### config.mk
export PLATFORM = sky130hd
export DESIGN_NAME = freq_meter_ctrl
export DESIGN_NICKNAME = d
export VERILOG_FILES = /design/src/rtl/freq_meter_pkg.sv /design/src/rtl/gate_timer.sv /design/src/rtl/freq_meter_ctrl.sv
export SDC_FILE = /design/constraint.sdc
export NUM_CORES = 1
export LEC_CHECK = 0
export CAP_MARGIN = 20
export CELL_PAD_IN_SITES_DETAIL_PLACEMENT = 1
export CELL_PAD_IN_SITES_GLOBAL_PLACEMENT = 2
export CORE_MARGIN = 2
export CORE_UTILIZATION = 31
export DETAILED_ROUTE_END_ITERATION = 8
export PLACE_DENSITY_LB_ADDON = 0.1
export SETUP_SLACK_MARGIN = 0.3
export SLEW_MARGIN = 20
export SYNTH_ARGS = -nofsm -noshare
export SYNTH_HDL_FRONTEND = slang
export SYNTH_SLANG_ARGS = --single-unit
### constraint.sdc
create_clock -name clk -period 2.4 [get_ports clk]
set_clock_uncertainty 0.1 [all_clocks]
set_input_delay 0.48 -clock clk [delete_from_list [all_inputs] [get_ports clk]]
set_output_delay 0.48 -clock clk [all_outputs]
set_load 0.1 [all_outputs]
### src/rtl/freq_meter_pkg.sv
// Shared types and constants for the frequency meter measurement sequencer.
// Range codes select the gate length; the timer width default sizes the phase timer.
package freq_meter_pkg;

    typedef enum logic [2:0] {
        StIdle,
        StClear,
        StGate,
        StSettle,
        StCapture,
        StHold
    } state_e;

    localparam logic [1:0] RANGE_1S    = 2'd0;
    localparam logic [1:0] RANGE_100MS = 2'd1;
    localparam logic [1:0] RANGE_10MS  = 2'd2;
    localparam logic [1:0] RANGE_1MS   = 2'd3;

    localparam int unsigned TW_DEFAULT = 24;

endpackage

### src/rtl/gate_timer.sv
// Loadable down-counter shared by every timed phase of the sequencer.
// Holds at zero once expired; done reflects the current count being zero.
module gate_timer
    import freq_meter_pkg::*;
#(
    parameter int unsigned TW = TW_DEFAULT
) (
    input  logic          clk,
    input  logic          reset,
    input  logic          load,
    input  logic [TW-1:0] load_val,
    output logic          done
);

    logic [TW-1:0] count_q;
    logic [TW-1:0] count_d;

    always_comb begin
        count_d = count_q;
        if (load) begin
            count_d = load_val;
        end else if (count_q != '0) begin
            count_d = count_q - 1'b1;
        end
    end

    always_ff @(posedge clk or negedge reset) begin
        if (!reset) begin
            count_q <= '0;
        end else begin
            count_q <= count_d;
        end
    end

    assign done = (count_q == '0);

endmodule

### src/rtl/freq_meter_ctrl.sv
// Measurement sequencer: clears the BCD counter, gates it for a timed window,
// lets it settle and captures the result. All outputs are registered.
module freq_meter_ctrl
    import freq_meter_pkg::*;
#(
    parameter int unsigned GATE0         = 1_000_000,
    parameter int unsigned GATE1         = 100_000,
    parameter int unsigned GATE2         = 10_000,
    parameter int unsigned GATE3         = 1_000,
    parameter int unsigned CLR_CYCLES    = 2,
    parameter int unsigned SETTLE_CYCLES = 2,
    parameter int unsigned HOLD_CYCLES   = 500_000,
    parameter int unsigned TW            = TW_DEFAULT
) (
    input  logic        clk,
    input  logic        reset,
    input  logic        start,
    input  logic        continuous,
    input  logic [1:0]  range,
    input  logic [15:0] count_in,
    output logic        cnt_enable,
    output logic        cnt_reset,
    output logic [15:0] result,
    output logic [1:0]  result_range,
    output logic        result_valid,
    output logic        busy
);

    state_e        state_q, state_d;
    logic [1:0]    range_q;
    logic [TW-1:0] gate_len;
    logic          tmr_load;
    logic [TW-1:0] tmr_val;
    logic          tmr_done;

    logic          cnt_enable_q, cnt_reset_q, result_valid_q, busy_q;
    logic [15:0]   result_q;
    logic [1:0]    result_range_q;

    gate_timer #(
        .TW(TW)
    ) u_timer (
        .clk     (clk),
        .reset   (reset),
        .load    (tmr_load),
        .load_val(tmr_val),
        .done    (tmr_done)
    );

    always_comb begin
        unique case (range_q)
            RANGE_1S:    gate_len = TW'(GATE0 - 1);
            RANGE_100MS: gate_len = TW'(GATE1 - 1);
            RANGE_10MS:  gate_len = TW'(GATE2 - 1);
            RANGE_1MS:   gate_len = TW'(GATE3 - 1);
        endcase
    end

    // Timer is loaded with N-1 on the edge that enters each timed phase.
    always_comb begin
        state_d  = state_q;
        tmr_load = 1'b0;
        tmr_val  = '0;
        unique case (state_q)
            StIdle: begin
                if (start || continuous) begin
                    state_d  = StClear;
                    tmr_load = 1'b1;
                    tmr_val  = TW'(CLR_CYCLES - 1);
                end
            end
            StClear: begin
                if (tmr_done) begin
                    state_d  = StGate;
                    tmr_load = 1'b1;
                    tmr_val  = gate_len;
                end
            end
            StGate: begin
                if (tmr_done) begin
                    state_d  = StSettle;
                    tmr_load = 1'b1;
                    tmr_val  = TW'(SETTLE_CYCLES - 1);
                end
            end
            StSettle: begin
                if (tmr_done) begin
                    state_d = StCapture;
                end
            end
            StCapture: begin
                state_d  = StHold;
                tmr_load = 1'b1;
                tmr_val  = TW'(HOLD_CYCLES - 1);
            end
            StHold: begin
                if (tmr_done) begin
                    if (continuous) begin
                        state_d  = StClear;
                        tmr_load = 1'b1;
                        tmr_val  = TW'(CLR_CYCLES - 1);
                    end else begin
                        state_d = StIdle;
                    end
                end
            end
            default: state_d = StIdle;
        endcase
    end

    always_ff @(posedge clk or negedge reset) begin
        if (!reset) begin
            state_q        <= StIdle;
            range_q        <= RANGE_1S;
            cnt_enable_q   <= 1'b0;
            cnt_reset_q    <= 1'b0;
            busy_q         <= 1'b0;
            result_q       <= '0;
            result_range_q <= RANGE_1S;
            result_valid_q <= 1'b0;
        end else begin
            state_q        <= state_d;
            cnt_enable_q   <= (state_d == StGate);
            cnt_reset_q    <= (state_d != StClear);
            busy_q         <= (state_d != StIdle);
            result_valid_q <= (state_q == StCapture);
            if (state_q == StCapture) begin
                result_q       <= count_in;
                result_range_q <= range_q;
            end
            if (state_d == StClear && state_q != StClear) begin
                range_q <= range;
            end
        end
    end

    assign cnt_enable   = cnt_enable_q;
    assign cnt_reset    = cnt_reset_q;
    assign result       = result_q;
    assign result_range = result_range_q;
    assign result_valid = result_valid_q;
    assign busy         = busy_q;

endmodule
==> results of run 1 <==
## cells by family (layout without fill, tap and decap cells)
group           count (synthesis)  after routing  synth area share
fa+ha+maj                       9              9            0.0396
compound gates                 66             66             0.150
xor+xnor                       10             10            0.0308
simple gates                  105            105             0.218
buf+inv                        20            112            0.0295
flops                          51             51             0.449
mux                            21             21            0.0833
## power by group through the flow
| stage | Combinational, uW | Sequential, uW | Clock [uW] |
|---|---|---|---|
| 4_1_cts | 1360 | 1310 | 762 |
| 6_report | 1590 | 1340 | 738 |
| 3_5_place_dp | 1190 | 1310 | 0 |
| 5_1_grt | 1750 | 1370 | 793 |
| 3_3_place_gp | 1170 | 1310 | 0 |
| 2_1_floorplan | 793 | 1260 | 0 |
## layout by cell type, fill, tap and decap left out, drive strengths merged, types with 2 or more instances in the layout
master / instances
o211ai: 2
or3b: 2
clkbuf: 5
o31ai: 5
buf: 78
or3: 5
o21ai: 20
nand2b: 3
nor4: 11
a31oi: 2
nand4: 5
dfrtp: 51
nor3: 9
nand3: 8
and4: 2
o31a: 3
xnor2: 3
nand2: 16
bufinv: 2
o21a: 2
inv: 6
ha: 9
clkdlybuf4s50: 20
mux2: 21
xor2: 7
nor2b: 4
a21o: 3
a21oi: 22
or4: 12
a32oi: 2
nor2: 18
or2: 6
## metrics by stage
stage | hold slack [ns] | power (uW)
detailed placement | 0.376 | 2510
CTS | 0.0249 | 3430
finish | 0.00130 | 3660
floorplan | 0.0844 | 2050
global placement | 0.375 | 2480
global route | 0.0342 | 3910
## registers in the layout, summed over array words and instances, names as in the netlist
name             count
result_valid         1
cnt_enable           1
busy                 1
range_q              2
u_timer.count_q     24
state_q              3
cnt_reset            1
result              16
result_range         2
## cell type report
| class | instances | area [sq um] |
|---|---|---|
| inverters | 6 | 22.5 |
| flip-flops and latches | 51 | 1280 |
| clock inverters | 3 | 67.6 |
| multi-input cells | 211 | 1740 |
| repair buffers | 98 | 831 |
| well taps | 108 | 135 |
| fillers | 965 | 4660 |
| clock buffers | 5 | 68.8 |
## critical path: cells and delay by family (launching register included)
kind,cells,cell delay [ns]
AO/OA/AOI/OAI,2,0.21
buffers and inverters,2,0.25
flip-flops,1,0.44
AND/OR/NAND/NOR,3,1.09
adder cells (fa/ha/maj),1,0.13
## worst max-delay path by stage
stage | start | end | slack (ns) | cells after the start
global placement | start | u_timer.count_q[18] | 0.01 | 6
detailed placement | start | u_timer.count_q[18] | -0.01 | 6
CTS | u_timer.count_q[1] | u_timer.count_q[22] | 0.11 | 8
finish | u_timer.count_q[1] | u_timer.count_q[22] | 0.13 | 8
global route | u_timer.count_q[1] | u_timer.count_q[8] | 0.02 | 11
floorplan | u_timer.count_q[15] | u_timer.count_q[22] | 0.27 | 5
## per-layer routing
layer | track usage | up-vias
met4 | 0.0400 | 0
met1 | 0.239 | 1286
met2 | 0.299 | 32
met3 | 0.0281 | 7
li1 | - | 1220
met5 | 0 | -
## repair_timing
| item | in CTS | in global routing |
|---|---|---|
| pin swaps | 13 | 16 |
| buffers inserted | 13 | 9 |
| resized for setup | 20 | 45 |
| setup endpoints to repair | 22 | 31 |
| hold buffers | 0 | 0 |
==> results.md, run 1 <==
- The maximum ir drop on the vdd rail is 291 uV.
- The endpoint required time on the critical path is around 2.6 ns.
- After detailed placement, the total cell area comes to around 3600 sq um.
- The final number of max-transition violations came to 0.
- The die is 99.7 um wide.
- Entering global routing, the biggest net connects 34 pins.
- Input and output buffers added on the ports amount to 43.
- The transition time at the pin with the least slew margin is 0.468 ns.
- The logic gate share of total power is 0.433.
- In the final routing, the length of wire on met1 measures 3980 um.
- For this run, the number of standard cells in the final layout without fillers is 482.
- Routability-driven placement finished with a final weighted congestion of between 0.7 and 0.8.
- The top routing layer in use is met4.
- Across every metal layer, demand over resource in global routing totals 0.177.
- The region available for standard cell placement spans 8810 sq um.
- The share of total power dissipated in sequential elements is 0.365.
- The initial antenna violation count is 0.
- The share of the Yosys chip area taken by registers is 0.449.
- The post-synthesis to final-layout area growth is 46.1%.
- The net count of the finished layout is 404.
- Global routing finished with a remaining overflow of 0.
- The arrival time reported for the critical path endpoint is 2.43 ns.
- During I/O placement, the number of pins put on the boundary was 44.
- The total instance count after detailed placement is 452.
- The clock root buffer is clkbuf_8.
- The number of cells traversed by the worst register-to-register path is 8.
- In the post-synthesis netlist, the biggest area contributors are dfrtp_1, mux2_2, ha_1.
- The number of clock sinks is 51.
- The leading register cell type out of synthesis is dfrtp_1.
- The largest fanout on the critical path is 4.
- The die footprint is slightly below 10000 sq um.
- The number of standard-cell rows in the floorplan is 34.
- The height of the chip is 99.7 um.
- The share of final-layout standard cells stronger than drive strength 1 is 0.463.
- Sorting the synthesized cells by how often they occur yields dfrtp_1, a21oi_1, mux2_2.
- The total wire length after detailed routing is 8540 um.
- The TritonCTS clock tree is built.
- The post-synth net total is approximately 310.
- Once layout is done, the placed cells without fillers occupy slightly above 4000 sq um.
- The post-route fraction of the period consumed by the critical path is 0.946.
- Summing over every cut layer, the via total after detailed routing is 2545.
- dfrtp_1 takes more of the synthesized area than any other cell.
- The analysis attributes to cell leakage a power of 0.00181 uW.
- The critical path is of the flip-flop to flip-flop type.
- For the final routed database, the setup TNS stands at 0 ns.
- The clock edge transition at the registers on the reported setup and hold paths is 0.11 ns.
- The deepest level of the CTS H-tree is 2.
- The startpoint of the worst-slack reg-to-reg timing path is u_timer.count_q[1].
- The internal power of the cells totals 2280 uW.
- The DRC violation count after routing is 0.
- The per-cell routed wire length is 17.7 um.
- In this run the power spent charging and discharging nets is 1380 uW.
- The final critical path time including I/O delays and setup is between 2 and 2.5 ns.
- The total number of yosys warnings is 0.
- The headroom to the max-slew limit is 0.686.
- Derived from the worst setup path, the maximum achievable clock frequency is 441 MHz.
- After synthesis, the mean cell area works out to between 10 and 15 sq um.
- The later pin in the worst-skew pair is clocked with a latency of 0.32 ns.
- The relative contribution of the clock network to total power is 0.202.
- The tool flagged a number of max-cap violations equal to 0.
- The power per standard cell area is 882 nW/um^2.
- The endpoint of the worst register-to-register path is u_timer.count_q[22].
- The flow ran to the end, and the final reports show no timing, DRC or antenna violations.
- For this run, the slowest stage of the critical path takes roughly 0.50 ns.
- The first routing iteration left 79 violations.
- The cell area after synthesis is 2840 sq um.
- The initial utilization of the core area, before any placement, comes to 0.323.
- The via count of the first global-routing pass is 2717.
- In this run, distinct cell masters in the synthesized netlist total 51.
- The sum of net half-perimeters after detailed placement is 6040 um.
- After synthesis, the share of flip-flops with an asynchronous set or reset is 1.00.
- The number of instances in the synthesized netlist is ~280.
- The count of nets left with antenna violations once routing finished came out at 0.
- Counting flops with a built-in enable in the synthesized netlist gives 0.
- The register-to-register setup slack is 0.13 ns.
- The wire length of the first global-routing pass is 13900 um.
- The number of buffers created by CTS is 5.
- Walking the worst path, the cells encountered are inv_2 -> ha_4 -> or4b_4 -> nor2_4 -> o21ai_2 -> buf_4 -> or4_4 -> a21oi_2.
- The wire length on met3 is between 150 and 200 um.
- After detailed routing, the number of vias per cell comes to 5.28.
- The kind of launch point of the worst setup path is a flip-flop.
- The cell type of the slowest stage on the worst timing path is or4b_4.
- Setup violations remaining at the end of the flow were counted as 0.
- The first detailed-routing pass took 4 iterations.
- The antenna diode count is 0.
- The type of destination of the critical path is a flip-flop.
- The met2 wirelength from detailed routing is between 4000 and 5000 um.
- The most common cell in the synthesized netlist is dfrtp_1.
- Of the post-synthesis cell area, the dominant cell type holds 0.449.
- Across all setup checks in the final design, the least slack found is 0.131 ns.
- Measured on the finished design, the core utilization comes to 0.471.
- In this run the worst hold path is classified as primary input to asynchronous set/reset pin.
- The pre-CTS setup slack is -0.0115 ns.
- Setup repair after global routing could not meet its margin everywhere.
- The maximum clock insertion buffer count is 2.
- The synthesized design contains a little over 50 register bits.
- Of the total power, the share spent switching nets is 0.377.
- The total count of hold-check failures in the final report was 0.
Power figures use the tool's default switching activity.
==> run 2, diff against run 1 <==
--- a/config.mk
+++ b/config.mk
@@ -9,7 +9,7 @@
 export CELL_PAD_IN_SITES_DETAIL_PLACEMENT = 1
 export CELL_PAD_IN_SITES_GLOBAL_PLACEMENT = 2
 export CORE_MARGIN = 2
-export CORE_UTILIZATION = 31
+export CORE_UTILIZATION = 34
 export DETAILED_ROUTE_END_ITERATION = 8
 export PLACE_DENSITY_LB_ADDON = 0.1
 export SETUP_SLACK_MARGIN = 0.3
==> constraint.sdc (replaced) <==
create_clock -name clk -period 2.5 [get_ports clk]
set_clock_uncertainty 0.1 [all_clocks]
set_input_delay 0.5 -clock clk [delete_from_list [all_inputs] [get_ports clk]]
set_output_delay 0.5 -clock clk [all_outputs]
set_load 0.1 [all_outputs]
==> results.md, run 2 (synthesis gave the netlist of run 1 again) <==
- The run finished with clean final reports.
- The top cell types in the final layout, fill and taps aside, are buf_4, dfrtp_1, mux2_2.
- The first global-routing pass estimated about 13000 um of wire.
- The congestion estimate from routability-driven global placement came to 0.760.
- Dividing the detail-routed wire length by the instance count gives 17.7 um.
- The final critical path time including I/O delays and setup is around 2.3 ns.
- In this run, CTS created clock tree buffers numbering 5.
- CTS built an H-tree with a depth of 2.
- The logic gate share of total power is 0.436.
- Entering global routing, the biggest net connects 36 pins.
- The path class of the tightest hold or removal check is primary input to asynchronous set/reset pin.
- The area of placed instances is 3500 sq um.
- In this run the horizontal extent of the chip is 95.4 um.
- The number of port buffers is 43.
- The number of DRC markers after the initial detailed-route iteration is a little over 80.
- The total wire length after detailed routing is 8330 um.
- On the critical path, the stage with the largest delay is an instance of or4b_4.
- The die covers 9100 sq um.
- Summed over all cells, the static leakage comes to 0.00175 uW.
- The DRC violation count after routing is 0.
- Max-cap violations in this run came to 0.
- Along the worst path, the maximum fanout reaches 4.
- The busiest metal layer after global routing is met2.
- The initial antenna violation count was 0.
- The maximum clock insertion buffer count is 2.
- Relative to the synthesized area, the layout overhead comes to 40.8%.
- For this run, global-route usage on met2 was measured as 0.329.
- The final number of max-transition violations is 0.
- The kind of launch point of the worst setup path is a flip-flop.
- The sum of net half-perimeters after detailed placement is 5770 um.
- For this design the total switching power over the nets is 1290 uW.
- In the finished design, the share of the clock period the worst path needs comes to 0.901.
- The number of standard-cell rows in the floorplan is 33.
- The via count of the first global-routing pass is 2561.
- Measured against its own limit, the worst slew margin works out to 0.440.
- The height of the chip is roughly 95 um.
- Of the total power, the share spent switching nets is 0.387.
- The sum of negative setup slack is 0 ns.
- The detail route stage leaves a number of antenna-violating nets equal to 0.
- The critical path goes through buf_4 -> or4b_4 -> nor2_4 -> o21ai_2 -> buf_6 -> or4_4 -> a21oi_2.
- The share of final-layout standard cells stronger than drive strength 1 is 0.421.
- The core region is 8180 sq um.
- Global routing finished with a remaining overflow of 0.
- The number of top-level pins is 44.
- The internal portion of the total power is 2050 uW.
- The clock root buffer is clkbuf_8.
- The finished cells cover 4000 sq um.
- The total count of hold-check failures in the final report is 0.
- The TritonCTS clock tree is built.
- The critical path is of the flip-flop to flip-flop type.
- The met3 layer usage reported by global route is 0.0332.
- For the worst setup path, the data required time is 2.65 ns.
- The clock latency on the worst-skew pair is 0.32 ns.
- The register with the most flip-flops in the layout has 24 of them.
- Clock-pin slew was measured on the worst setup and hold paths at 0.10 ns.
- The initial utilization of the core area, before any placement, comes to 0.347.
- The antenna diode count is 0.
- The power per standard cell area is 835 nW/um^2.
- The type of destination of the critical path is a flip-flop.
- The clock net in this run drives a total of 51 sinks.
- The maximum ir drop on the vdd rail is 255 uV.
- After the last flow step, the layout net total stands at between 300 and 400.
- For this run, the total global-route usage over all layers was measured as 0.190.
- Counting both buffers and inverters, the worst setup path holds a total of 2.
- Of the total power, the clock network draws 0.187.
- The transition time at the pin with the least slew margin is 0.839 ns.
- The routed layout has 2520 vias.
- The arrival time reported for the critical path endpoint is 2.40 ns.
- Broken down by cell family, the worst path's largest delay share belongs to simple AND/OR/NAND/NOR gates.
- The number of detailed-route iterations in the first pass is 4.
- The most common cell after layout, fill and taps aside is buf_4.
- Derived from the worst setup path, the maximum achievable clock frequency is roughly 440 MHz.
- The per-cell via count in the routed design is 5.35.
- Setup repair after global routing could not meet its margin everywhere.
- In the global route stage, met1 resource usage came out at 0.249.
- Setup violations remaining at the end of the flow were counted as 0.
- The largest register by flop count is u_timer.count_q.
- Of the total power, registers draw 0.376.
- The biggest cell delay along the critical path is 0.53 ns.
-- run 2: through the flow --
stage          std cells  setup slack (ns)  hold slack [ns]   util  power [uW]
2_1_floorplan        282             0.352            0.104      -        1930
5_1_grt              471             0.156            0.237  0.489        3580
3_3_place_gp         442            0.0899            0.391  0.428        2290
3_5_place_dp         442            0.0606            0.399  0.428        2310
6_report             471             0.247            0.183  0.489        3340
4_1_cts              460             0.238            0.214  0.462        3140
-- run 2: worst register-to-register path, stage by stage (launching register included) --
cell and delay [ns]:
dfrtp_1 0.45, buf_4 0.17, or4b_4 0.53, nor2_4 0.12, o21ai_2 0.09, buf_6 0.13, or4_4 0.47, a21oi_2 0.13
-- run 2: path summary, 6_finish.rpt --
path                                     from             endpoint  slack [ns]  cells past startpoint
hold reg to reg                     result[6]            result[6]        0.42                      1
setup / recovery           u_timer.count_q[2]  u_timer.count_q[22]        0.25                      7
min in group clk                    result[6]            result[6]        0.42                      1
hold / removal                          reset  u_timer.count_q[21]        0.18                      1
max in group asynchronous               reset           result[15]        1.43                      2
setup reg to reg           u_timer.count_q[2]  u_timer.count_q[22]        0.25                      7
-- run 2: power by group through the flow --
| stage | clock network [uW] | logic [uW] | registers (uW) |
|---|---|---|---|
| floorplan | 0 | 740 | 1190 |
| CTS | 649 | 1260 | 1230 |
| detailed placement | 0 | 1080 | 1230 |
| global route | 681 | 1610 | 1290 |
| global placement | 0 | 1070 | 1230 |
| finish | 625 | 1460 | 1260 |
-- run 2: layer usage --
metal / wire (um) / up-vias
li1: - / 1211
met1: 3870 / 1265
met2: 4170 / 40
met3: 223 / 4
met4: 63 / 0
met5: 0 / -
-- run 2: timing repair --
item                                    4_1_cts  5_1_grt
hold buffers                                  0        0
setup buffers                                10       10
endpoints found under the setup margin       20       28
resized for setup                            20       36
gates cloned                                  0        1
pin swaps                                     7       16
-- run 2: layout make-up --
| type | count | area (sq um) |
|---|---|---|
| clock buffers | 6 | 82.6 |
| clock inverters | 2 | 38.8 |
| fillers | 917 | 4180 |
| inverters | 6 | 22.5 |
| multi-input cells | 211 | 1680 |
| flip-flops and latches | 51 | 1280 |
| well taps | 105 | 131 |
| repair buffers | 90 | 762 |
==> run 3, diff against run 2 <==
--- a/config.mk
+++ b/config.mk
@@ -17,3 +17,4 @@
 export SYNTH_ARGS = -nofsm -noshare
 export SYNTH_HDL_FRONTEND = slang
 export SYNTH_SLANG_ARGS = --single-unit
+export TNS_END_PERCENT = 20
==> results.md, run 3 (synthesis gave the netlist of run 1 again) <==
- The run finished with clean final reports.
- The arrival time reported for the critical path endpoint is between 2 and 2.5 ns.
- The largest register by flop count is u_timer.count_q.
- The post-route fraction of the period consumed by the critical path is 0.904.
- The number of detailed-route iterations in the first pass is 4.
- Across the run, the number of max-cap violations was 0.
- The type of destination of the critical path is a flip-flop.
- The peak clock frequency supported by timing is roughly 440 MHz.
- For the final routed database, the setup TNS stands at 0 ns.
- The transition time at the pin with the least slew margin is approximately 0.85 ns.
- The number of standard cells in the layout, taps in and fillers out is 464.
- The sum of net half-perimeters after detailed placement is 5770 um.
- The repair_antennas step left the layout with diodes totalling 0.
- In this run the vertical extent of the chip is roughly 95 um.
- The clock net in this run drives a total of 51 sinks.
- After detailed routing, the number of remaining DRC violations is 0.
- The maximum clock insertion buffer count is 2.
- In this run the standard cell core region covers 8180 sq um.
- The clock root buffer is clkbuf_8.
- The initial cell density of the core is 0.347.
- The first global-routing pass estimated 13100 um of wire.
- The final critical path time including I/O delays and setup is about 2.3 ns.
- The post-synthesis to final-layout area growth is 36.3%.
- Along the worst path, the maximum fanout reaches 4.
- Summed over all layers, the routed wires come to 8110 um.
- After global routing the overflow that remains totals 0.
- Setup violations remaining at the end of the flow were counted as 0.
- On the worst path, the slowest cell contributes a delay of 0.50 ns.
- The initial antenna violation count is 0.
- The congestion estimate from routability-driven global placement came to 0.760.
- The via count of the routed design is 2457.
- The total instance count after detailed placement is 442.
- After the last flow step, the layout net total stands at 389.
- The total global routing track utilization is 0.188.
- The register-to-register setup slack is 0.24 ns.
- IR analysis of the VDD net gives a maximum drop of between 200 and 250 uV.
- The power per standard cell area is 835 nW/um^2.
- Clock-pin slew was measured on the worst setup and hold paths at 0.10 ns.
- The number of standard-cell rows in the floorplan is 33.
- The via count of the first global-routing pass came to 2546.
- In this run, the number of DRC markers left after iteration 0 of detailed routing was 66.
- The cell type of the slowest stage on the worst timing path is or4b_4.
- The die footprint is 9100 sq um.
- The endpoint required time on the critical path is 2.64 ns.
- After detailed routing, the average wire length per cell comes to 17.5 um.
- The final number of max-transition violations was 0.
- The register with the most flip-flops in the layout has 24 of them.
- The pin count of the biggest net entering global routing is 36.
- At the later pin of the worst-skew pair, clock insertion delay measures 0.31 ns.
- CTS built an H-tree with a depth of 2.
- The classification of the worst setup path is flip-flop to flip-flop.
- In this run the worst hold path is classified as primary input to asynchronous set/reset pin.
- The die is 95.4 um wide.
- The total count of hold-check failures in the final report was 0.
- The critical path goes through inv_2 -> ha_4 -> or4b_4 -> nor2_4 -> o21ai_2 -> buf_6 -> or4_4 -> a21oi_2.
- The worst setup path is launched from a flip-flop.
- TritonCTS built the clock tree.
- The headroom to the max-slew limit is 0.433.
- The area taken by multi-input logic gates is 1630 sq um.
- Registers take 1280 sq um.
- The share of final-layout standard cells stronger than drive strength 1 is 0.379.
- Setup repair after global routing could not meet its margin everywhere.
- For this design, the CTS-stage hold fixing added 0 buffers.
- The number of buffers created by CTS is 5.
- The top cell types in the final layout, fill and taps aside, are buf_4, dfrtp_1, mux2_2.
- The number of port buffers is 43.
- The antenna violation net count after detailed routing is 0.
- The most common cell after layout, fill and taps aside is buf_4.
- The leakage component of the power is between 0.0015 and 0.002 uW.
- After filler insertion, the fill cell instance count of the layout stands at 930.
- The per-cell via count in the routed design is 5.30.
- Pin placement for this block handled 44 I/O pins.
==> run 3: changes by cell type in the layout (fill, tap and decap cells not counted), sizes merged <==
cell,change
buf,-7
==> run 3: per-layer routing <==
metal	share of wire	vias up	GRT usage
li1	-	1197	-
met1	0.47	1228	0.248
met2	0.50	27	0.324
met3	0.021	5	0.0332
met4	0.0079	0	0.0393
met5	0	-	0
==> run 3: final timing paths <==
kind,depth (start not counted),end,startpoint
max in group asynchronous,2,result[15],reset
worst min register to register,1,result[6],result[6]
worst min-delay path,1,u_timer.count_q[14],reset
worst max-delay path,8,u_timer.count_q[22],u_timer.count_q[0]
min in group clk,1,result[6],result[6]
worst max register to register,8,u_timer.count_q[22],u_timer.count_q[0]
==> run 3: stage by stage <==
stage	power [uW]	worst slack [ns]	utilization	cell area, sq um	hold WS (ns)
after floorplan	1930	0.352	-	2850	0.104
after global placement	2290	0.0899	0.428	3500	0.391
after detailed placement	2310	0.0606	0.428	3500	0.399
after CTS	3110	0.238	0.460	3760	0.214
after global routing	3480	0.157	0.474	3870	0.233
final	3230	0.241	0.474	3870	0.187
==> run 3: layout make-up <==
class / count / area share
well taps: 105 / 0.0339
inverters: 6 / 0.00582
flip-flops and latches: 51 / 0.331
clock buffers: 6 / 0.0213
repair buffers: 83 / 0.177
clock inverters: 2 / 0.0100
multi-input cells: 211 / 0.421
==> run 3: power breakdown <==
group          internal [uW]  switching (uW)
Sequential              1010             237
Combinational            655             712
Clock                    330             295
Total                   1990            1240
==> run 3: what timing repair did <==
item,4_1_cts,5_1_grt
pin swaps,6,10
gates resized for setup,14,21
gates cloned,0,0
setup endpoints to repair,20,28
setup buffers,10,4
==> run 3: critical path: cells and delay by family, from the launching register on <==
family | cells | cell delay (ns)
buffers and inverters | 2 | 0.23
adder cells (fa/ha/maj) | 1 | 0.14
AO/OA/AOI/OAI | 2 | 0.22
AND/OR/NAND/NOR | 3 | 1.10
flip-flops | 1 | 0.41
